## src/rtl/serial_compare_ctrl.sv

```systemverilog
// Bit-serial magnitude compare sequencer driving a shared 1-bit equality comparator, MSB first.
// Optional EARLY_EXIT_EN: finish on the first mismatching bit instead of scanning all WIDTH bits.
module serial_compare_ctrl #(
    parameter  int WIDTH = 8,
    localparam int CW    = (WIDTH > 1) ? $clog2(WIDTH) : 1
) (
    input  logic             clk_i,
    input  logic             rst_i,
    input  logic             start_i,
    input  logic [WIDTH-1:0] a_i,
    input  logic [WIDTH-1:0] b_i,
    output logic             cmp_x_o,
    output logic             cmp_y_o,
    input  logic             cmp_z_i,
    output logic             busy_o,
    output logic             done_o,
    output logic             eq_o,
    output logic             gt_o,
    output logic             lt_o,
    output logic [CW-1:0]    bit_idx_o
);

    typedef enum logic [1:0] {
        S_IDLE = 2'd0,
        S_RUN  = 2'd1,
        S_DONE = 2'd2
    } state_t;

    state_t           state_q;
    logic [WIDTH-1:0] a_q;
    logic [WIDTH-1:0] b_q;
    logic [CW-1:0]    bit_idx_q;
    logic             mism_q;
    logic             gt_int_q;
    logic             busy_q;
    logic             done_q;
    logic             eq_q;
    logic             gt_q;
    logic             lt_q;

    logic             bit_x;
    logic             bit_y;
    logic             mism_d;
    logic             gt_int_d;
    logic             finish;

    always_comb begin
        bit_x    = a_q[bit_idx_q];
        bit_y    = b_q[bit_idx_q];
        mism_d   = mism_q | ~cmp_z_i;
        // Only the most significant differing bit decides the ordering.
        gt_int_d = (!mism_q && !cmp_z_i) ? bit_x : gt_int_q;
`ifdef EARLY_EXIT_EN
        finish   = (bit_idx_q == '0) || mism_d;
`else
        finish   = (bit_idx_q == '0);
`endif
    end

    always_ff @(posedge clk_i or posedge rst_i) begin
        if (rst_i) begin
            state_q   <= S_IDLE;
            a_q       <= '0;
            b_q       <= '0;
            bit_idx_q <= '0;
            mism_q    <= 1'b0;
            gt_int_q  <= 1'b0;
            busy_q    <= 1'b0;
            done_q    <= 1'b0;
            eq_q      <= 1'b0;
            gt_q      <= 1'b0;
            lt_q      <= 1'b0;
        end else begin
            case (state_q)
                S_IDLE, S_DONE: begin
                    done_q <= 1'b0;
                    if (start_i) begin
                        state_q   <= S_RUN;
                        a_q       <= a_i;
                        b_q       <= b_i;
                        bit_idx_q <= CW'(WIDTH - 1);
                        mism_q    <= 1'b0;
                        gt_int_q  <= 1'b0;
                        eq_q      <= 1'b0;
                        gt_q      <= 1'b0;
                        lt_q      <= 1'b0;
                        busy_q    <= 1'b1;
                    end else begin
                        state_q <= S_IDLE;
                    end
                end
                S_RUN: begin
                    mism_q   <= mism_d;
                    gt_int_q <= gt_int_d;
                    if (finish) begin
                        state_q <= S_DONE;
                        busy_q  <= 1'b0;
                        done_q  <= 1'b1;
                        eq_q    <= ~mism_d;
                        gt_q    <= mism_d & gt_int_d;
                        lt_q    <= mism_d & ~gt_int_d;
                    end else begin
                        bit_idx_q <= bit_idx_q - CW'(1);
                    end
                end
                default: state_q <= S_IDLE;
            endcase
        end
    end

    assign cmp_x_o   = (state_q == S_RUN) & bit_x;
    assign cmp_y_o   = (state_q == S_RUN) & bit_y;
    assign busy_o    = busy_q;
    assign done_o    = done_q;
    assign eq_o      = eq_q;
    assign gt_o      = gt_q;
    assign lt_o      = lt_q;
    assign bit_idx_o = bit_idx_q;

endmodule

```

## config.mk

```make
export PLATFORM = sky130hd
export DESIGN_NAME = serial_compare_ctrl
export DESIGN_NICKNAME = d
export VERILOG_FILES = /design/src/rtl/serial_compare_ctrl.sv
export SDC_FILE = /design/constraint.sdc
export NUM_CORES = 1
export LEC_CHECK = 0
export ABC_CLOCK_PERIOD_IN_PS = 3400
export CORE_MARGIN = 3
export CORE_UTILIZATION = 40
export DETAILED_ROUTE_END_ITERATION = 8
export GPL_TIMING_DRIVEN = 0
export PLACE_DENSITY = 0.69
export SLEW_MARGIN = 0
export SYNTH_ARGS = -nofsm -noshare
export SYNTH_HDL_FRONTEND = slang
export SYNTH_SLANG_ARGS = --single-unit
export TNS_END_PERCENT = 1
```

## constraint.sdc

```tcl
create_clock -name clk_i -period 3.4 [get_ports clk_i]
set_input_delay 0.51 -clock clk_i [delete_from_list [all_inputs] [get_ports clk_i]]
set_output_delay 0.51 -clock clk_i [all_outputs]
set_load 0.1 [all_outputs]
```

* After elaboration in Yosys (flattened, before gate mapping) *
Cells that the tools add are included.

storage, ports and cells
  register bits after elaboration = 28
  input bits = 20
  logic and storage cells = 63

cells by class
  $add $sub $neg = 1
  order comparisons = 1
  equal/unequal tests = 5
  muxes and demuxes = 25
  bitwise logic cells = 8
  reduce and logical (&&, ||, !) cells = 12

operator list
  kind                   number
  $pmux W1 S2            7
  $mux W1                11
  $bmux W1 S3            2
  $mux W3                2
  $ne A2 B2 Y1 const B   3
  $pmux W3 S2            1
  $reduce_and A2 Y1      3
  $reduce_and A3 Y1      2
  $and A1 B1 Y1          4
  $lt A3 B4 Y1 const B   1
  $pmux W2 S2            1
  $logic_not A3 Y1       1
  $not A1 Y1             3
  $sub A3 B1 Y3 const B  1
  $eq A2 B1 Y1 const B   1
  $eq A2 B2 Y1 const B   1
  $logic_not A1 Y1       2
  $logic_not A2 Y1       1
  $mux W2                1
  $reduce_bool A2 Y1     1
  $reduce_or A2 Y1       1
  $logic_and A1 B1 Y1    1
  $or A1 B1 Y1           1

* Longest topological paths before layout *
  word-level depth = 7
  mapped depth = 7

* Least setup slack after synthesis *
No wires, ideal clock.

  kind = register -> output
  from = register bit_idx_q[2], in the netlist bit_idx_o[2]
  to = output port cmp_x_o
  arrival = 2.744 ns
  setup slack = 0.146 ns
  cell stages (with the launch flop) = 4
  cell sequence = dfrtp_1 > mux4_2 > mux2i_4 > nor2_1

on the way
  cells in the longest elaborated chain, start to end = 3

RTL lines
  item                           line  text
  start, declared                32    logic [CW-1:0] bit_idx_q;
  start signal, assigned         81    bit_idx_q <= CW'(WIDTH - 1);
  start signal, assigned         103   bit_idx_q <= bit_idx_q - CW'(1);
  $bmux W1 S3                    48    bit_x = a_q[bit_idx_q];
  $mux W1 (implied by the code)  48
  $and A1 B1 Y1                  111   assign cmp_x_o = (state_q == S_RUN) & bit_x;
  end, declared                  12    output logic cmp_x_o,

No other way between the ends. The select of a mux whose other input is x is not followed.

* Worst setup path after layout *
  from = register bit_idx_q[0], in the netlist bit_idx_o[0]
  to = output port cmp_x_o

The elaborated chain is that of the path after synthesis.

==> impl_results.rst <==
.. list-table::
   :header-rows: 1

   * - Metric
     - Value
   * - CORE AREA
     - 2900 sq um
   * - Area share of the largest cell type after synthesis
     - 0.546
   * - Cells taking the most area after synthesis
     - sky130_fd_sc_hd__dfrtp_1 (55%), sky130_fd_sc_hd__nand2_1 (17%), sky130_fd_sc_hd__mux4_1 (4.1%)
   * - Number of hold violations in the final report
     - 0
   * - Run status
     - completed
   * - Worst Setup Slack post-DPL
     - 650 ps
   * - Period utilization
     - 0.918
   * - Number of input and output port buffers inserted
     - 29
   * - Number of top-level pins
     - 30
   * - Worst Setup Slack, final
     - 280 ps
   * - Post-cts resize count
     - 0
   * - Sum of overflow across all layers after global routing
     - 0
   * - Number of cells in the finished layout apart from fillers
     - 206
   * - Fraction of synthesis flops using an asynchronous set or reset pin
     - 1.00
   * - Count of nets after finishing
     - 187
   * - Clock transition at the register clock pins on the worst setup and hold paths after CTS
     - 140 ps
   * - Area overhead of the layout relative to synthesis
     - 29.5%
   * - Achievable clock frequency
     - 320 MHz
   * - Dpl hpwl
     - 1880 um
   * - Layout cell share with drive strength beyond 1
     - 0.0610
   * - Clock tree skew after final layout
     - 4.26 ps
   * - Largest net degree at the start of global routing
     - 29
   * - Kind of launch point of the worst setup path
     - flip-flop
   * - Total of max-cap violations
     - 0
   * - Worst EP arrival
     - 2610 ps
   * - Routability Congestion
     - 0.780
   * - H-tree depth
     - 1
   * - Placed cells
     - 202
   * - Via count of the first global-routing pass
     - 1066
   * - Longest Clk Path Bufs
     - 2
   * - Vias
     - 971
   * - CTS tree
     - built
   * - Cell Area, Synth
     - 1280 sq um
   * - Category of the most critical setup path
     - reg -> out
   * - Die outline height
     - 62.7 um
   * - Cell taking the most area after synthesis
     - sky130_fd_sc_hd__dfrtp_1
   * - TritonRoute pass-1 iters
     - 4
   * - Worst-Margin Slew
     - 1020 ps
   * - Hold-fix buffers at CTS
     - 0
   * - Synth unique cells
     - 26
   * - FF+latch count, synth
     - 28
   * - Final max-slew violation count
     - 0
   * - Antenna Diode Count
     - 0
   * - Data required time of the worst path
     - 2890 ps
   * - Clock latency at the later pin of the worst-skew pair
     - 330 ps
   * - Setup-violating endpoint count in the final report
     - 0
   * - Full die area
     - 3930 sq um
   * - Unrepaired setup endpoints after global routing
     - false
   * - Number of flops mapped to enable cells by yosys
     - 0
   * - Gate Count Post-Synth
     - 131
   * - Aggregate routed wire length
     - 2480 um
   * - Post-route DRC violation count
     - 0
   * - Number of fill cells
     - 285
   * - Antenna viol nets, final
     - 0
   * - Footprint of the multi-input gates
     - 538 sq um
   * - Ratio of routed vias to standard cells
     - 4.71
   * - Die W
     - 62.7 um
   * - Critical path's largest stage delay
     - 970 ps
   * - Sequential area share after synthesis
     - 0.546
   * - Effective utilization at floorplan
     - 0.443
   * - Slowest library cell on the worst path
     - sky130_fd_sc_hd__clkdlybuf4s50_1
   * - Sequential cell area
     - 701 sq um
   * - Total of warnings raised by yosys
     - 0
   * - Mapped Nets
     - 153
   * - Total negative slack for setup checks
     - 0 ps
   * - Global-route wire length before repair
     - 4440 um
   * - Average routed wire per standard cell
     - 12.0 um
   * - End-of-flow core utilization
     - 0.573
   * - Endpoint kind of the worst setup timing path
     - primary output
   * - Post-Syn Area per Cell
     - 9.80 sq um
   * - Most used flip-flop cell after synthesis
     - sky130_fd_sc_hd__dfrtp_1
   * - Number of buffers created by CTS
     - 3
   * - Cell at the root of the clock tree
     - sky130_fd_sc_hd__clkbuf_4
   * - FP Rows
     - 19
   * - Overall global routing resource usage
     - 0.140
   * - Critical Path, Cell by Cell
     - buf_6, mux4_2, mux2i_4, nor2_1, clkdlybuf4s50_1
   * - Initial DRC count
     - 64
   * - Relative slew slack
     - 0.322
   * - Post-CTS Setup Repair Bufs
     - 0
   * - Worst hold-check path type
     - reg -> reg
   * - Initial antenna violation count
     - 0
   * - TritonCTS sink count
     - 28
   * - Worst-path maximum fanout
     - 5
   * - Final period demand of the worst path
     - 3120 ps
==> layout make-up <==
cell class                 count  share of cell area
clock buffer                   4              0.0218
tap                           42              0.0316
inverter                       5              0.0113
sequential                    28               0.421
buffer                         5              0.0158
timing repair buffer          29               0.175
multi-input combinational     93               0.324
==> flip-flops by register name, summed over array words and instances (netlist names) <==
name,count
a_q,8
mism_q,1
done_o,1
busy_o,1
bit_idx_o,3
b_q,8
lt_o,1
gt_o,1
eq_o,1
state_q,2
gt_int_q,1
==> layer usage <==
metal / track usage / share of wire / up-vias / wire (um)
li1: - / - / 487 / -
met1: 0.173 / 0.45 / 457 / 1120
met2: 0.237 / 0.49 / 24 / 1220
met3: 0.0324 / 0.044 / 3 / 108
met4: 0.0523 / 0.013 / 0 / 31
met5: 0 / 0 / - / 0
==> cells in the mapped netlist, types with 2 or more instances <==
library cell / n
sky130_fd_sc_hd__nand2_1: 58
sky130_fd_sc_hd__nand3_1: 2
sky130_fd_sc_hd__o21ai_0: 2
sky130_fd_sc_hd__mux4_1: 2
sky130_fd_sc_hd__inv_1: 5
sky130_fd_sc_hd__clkbuf_1: 4
sky130_fd_sc_hd__nor2_1: 5
sky130_fd_sc_hd__ha_1: 2
sky130_fd_sc_hd__nand2b_1: 4
sky130_fd_sc_hd__mux4_2: 2
sky130_fd_sc_hd__dfrtp_1: 28
sky130_fd_sc_hd__nor2b_1: 2
sky130_fd_sc_hd__nor3_1: 2
==> final timing paths <==
path | startpoint | endpoint | slack [ps] | cells after the start
max | bit_idx_o[0] | cmp_x_o | 280 | 5
min | b_q[0] | b_q[0] | 490 | 2
max reg2reg | bit_idx_o[0] | gt_o | 1820 | 5
min reg2reg | b_q[0] | b_q[0] | 490 | 2
max in group asynchronous | rst_i | bit_idx_o[1] | 2080 | 2
min in group asynchronous | rst_i | lt_o | 710 | 2
==> metrics by stage <==
stage / hold WS (ps) / area [sq um]
2_1_floorplan: 437 / 1280
3_3_place_gp: 450 / 1630
3_5_place_dp: 462 / 1630
4_1_cts: 495 / 1660
5_1_grt: 521 / 1660
6_report: 490 / 1660
==> cell usage in the layout (no fill, tap or decap) <==
cell type                         instances
sky130_fd_sc_hd__mux2i_1                  1
sky130_fd_sc_hd__buf_6                    1
sky130_fd_sc_hd__xor2_1                   1
sky130_fd_sc_hd__clkdlybuf4s50_1         29
sky130_fd_sc_hd__mux2i_4                  1
sky130_fd_sc_hd__nor3_1                   2
sky130_fd_sc_hd__mux4_2                   2
sky130_fd_sc_hd__dfrtp_1                 28
sky130_fd_sc_hd__clkbuf_8                 1
sky130_fd_sc_hd__a31o_1                   1
sky130_fd_sc_hd__a31oi_1                  1
sky130_fd_sc_hd__a21oi_2                  1
sky130_fd_sc_hd__nand2_1                 58
sky130_fd_sc_hd__clkbuf_4                 3
sky130_fd_sc_hd__mux4_1                   2
sky130_fd_sc_hd__nand3_1                  2
sky130_fd_sc_hd__ha_1                     2
sky130_fd_sc_hd__o211ai_1                 1
sky130_fd_sc_hd__a21oi_1                  1
sky130_fd_sc_hd__nor2_1                   5
sky130_fd_sc_hd__nand2b_1                 4
sky130_fd_sc_hd__inv_1                    5
sky130_fd_sc_hd__nand4bb_1                1
sky130_fd_sc_hd__mux2_2                   1
sky130_fd_sc_hd__o21ai_0                  2
sky130_fd_sc_hd__nor2b_1                  2
sky130_fd_sc_hd__o21ai_1                  1
sky130_fd_sc_hd__and3_1                   1
sky130_fd_sc_hd__clkbuf_1                 4
==> logic make-up (layout without fill, tap and decap cells) <==
group           after synthesis  in the layout  share of synthesized area
xor+xnor                      1              1                    0.00682
fa+ha+maj                     2              2                     0.0195
mux                           7              7                      0.110
simple gates                 75             75                      0.243
flops                        28             28                      0.546
buf+inv                      10             43                     0.0351
compound gates                8              8                     0.0400
==> worst max-delay path, delay by kind of cell (launching register included) <==
kind | cells | cell delay, ps
multiplexers | 2 | 720
flip-flops | 1 | 390
AND/OR/NAND/NOR | 1 | 70
buffers and inverters | 2 | 1110
Power is not shown: default switching activity piles up to over one toggle a cycle in this logic, so the estimate is an artifact.
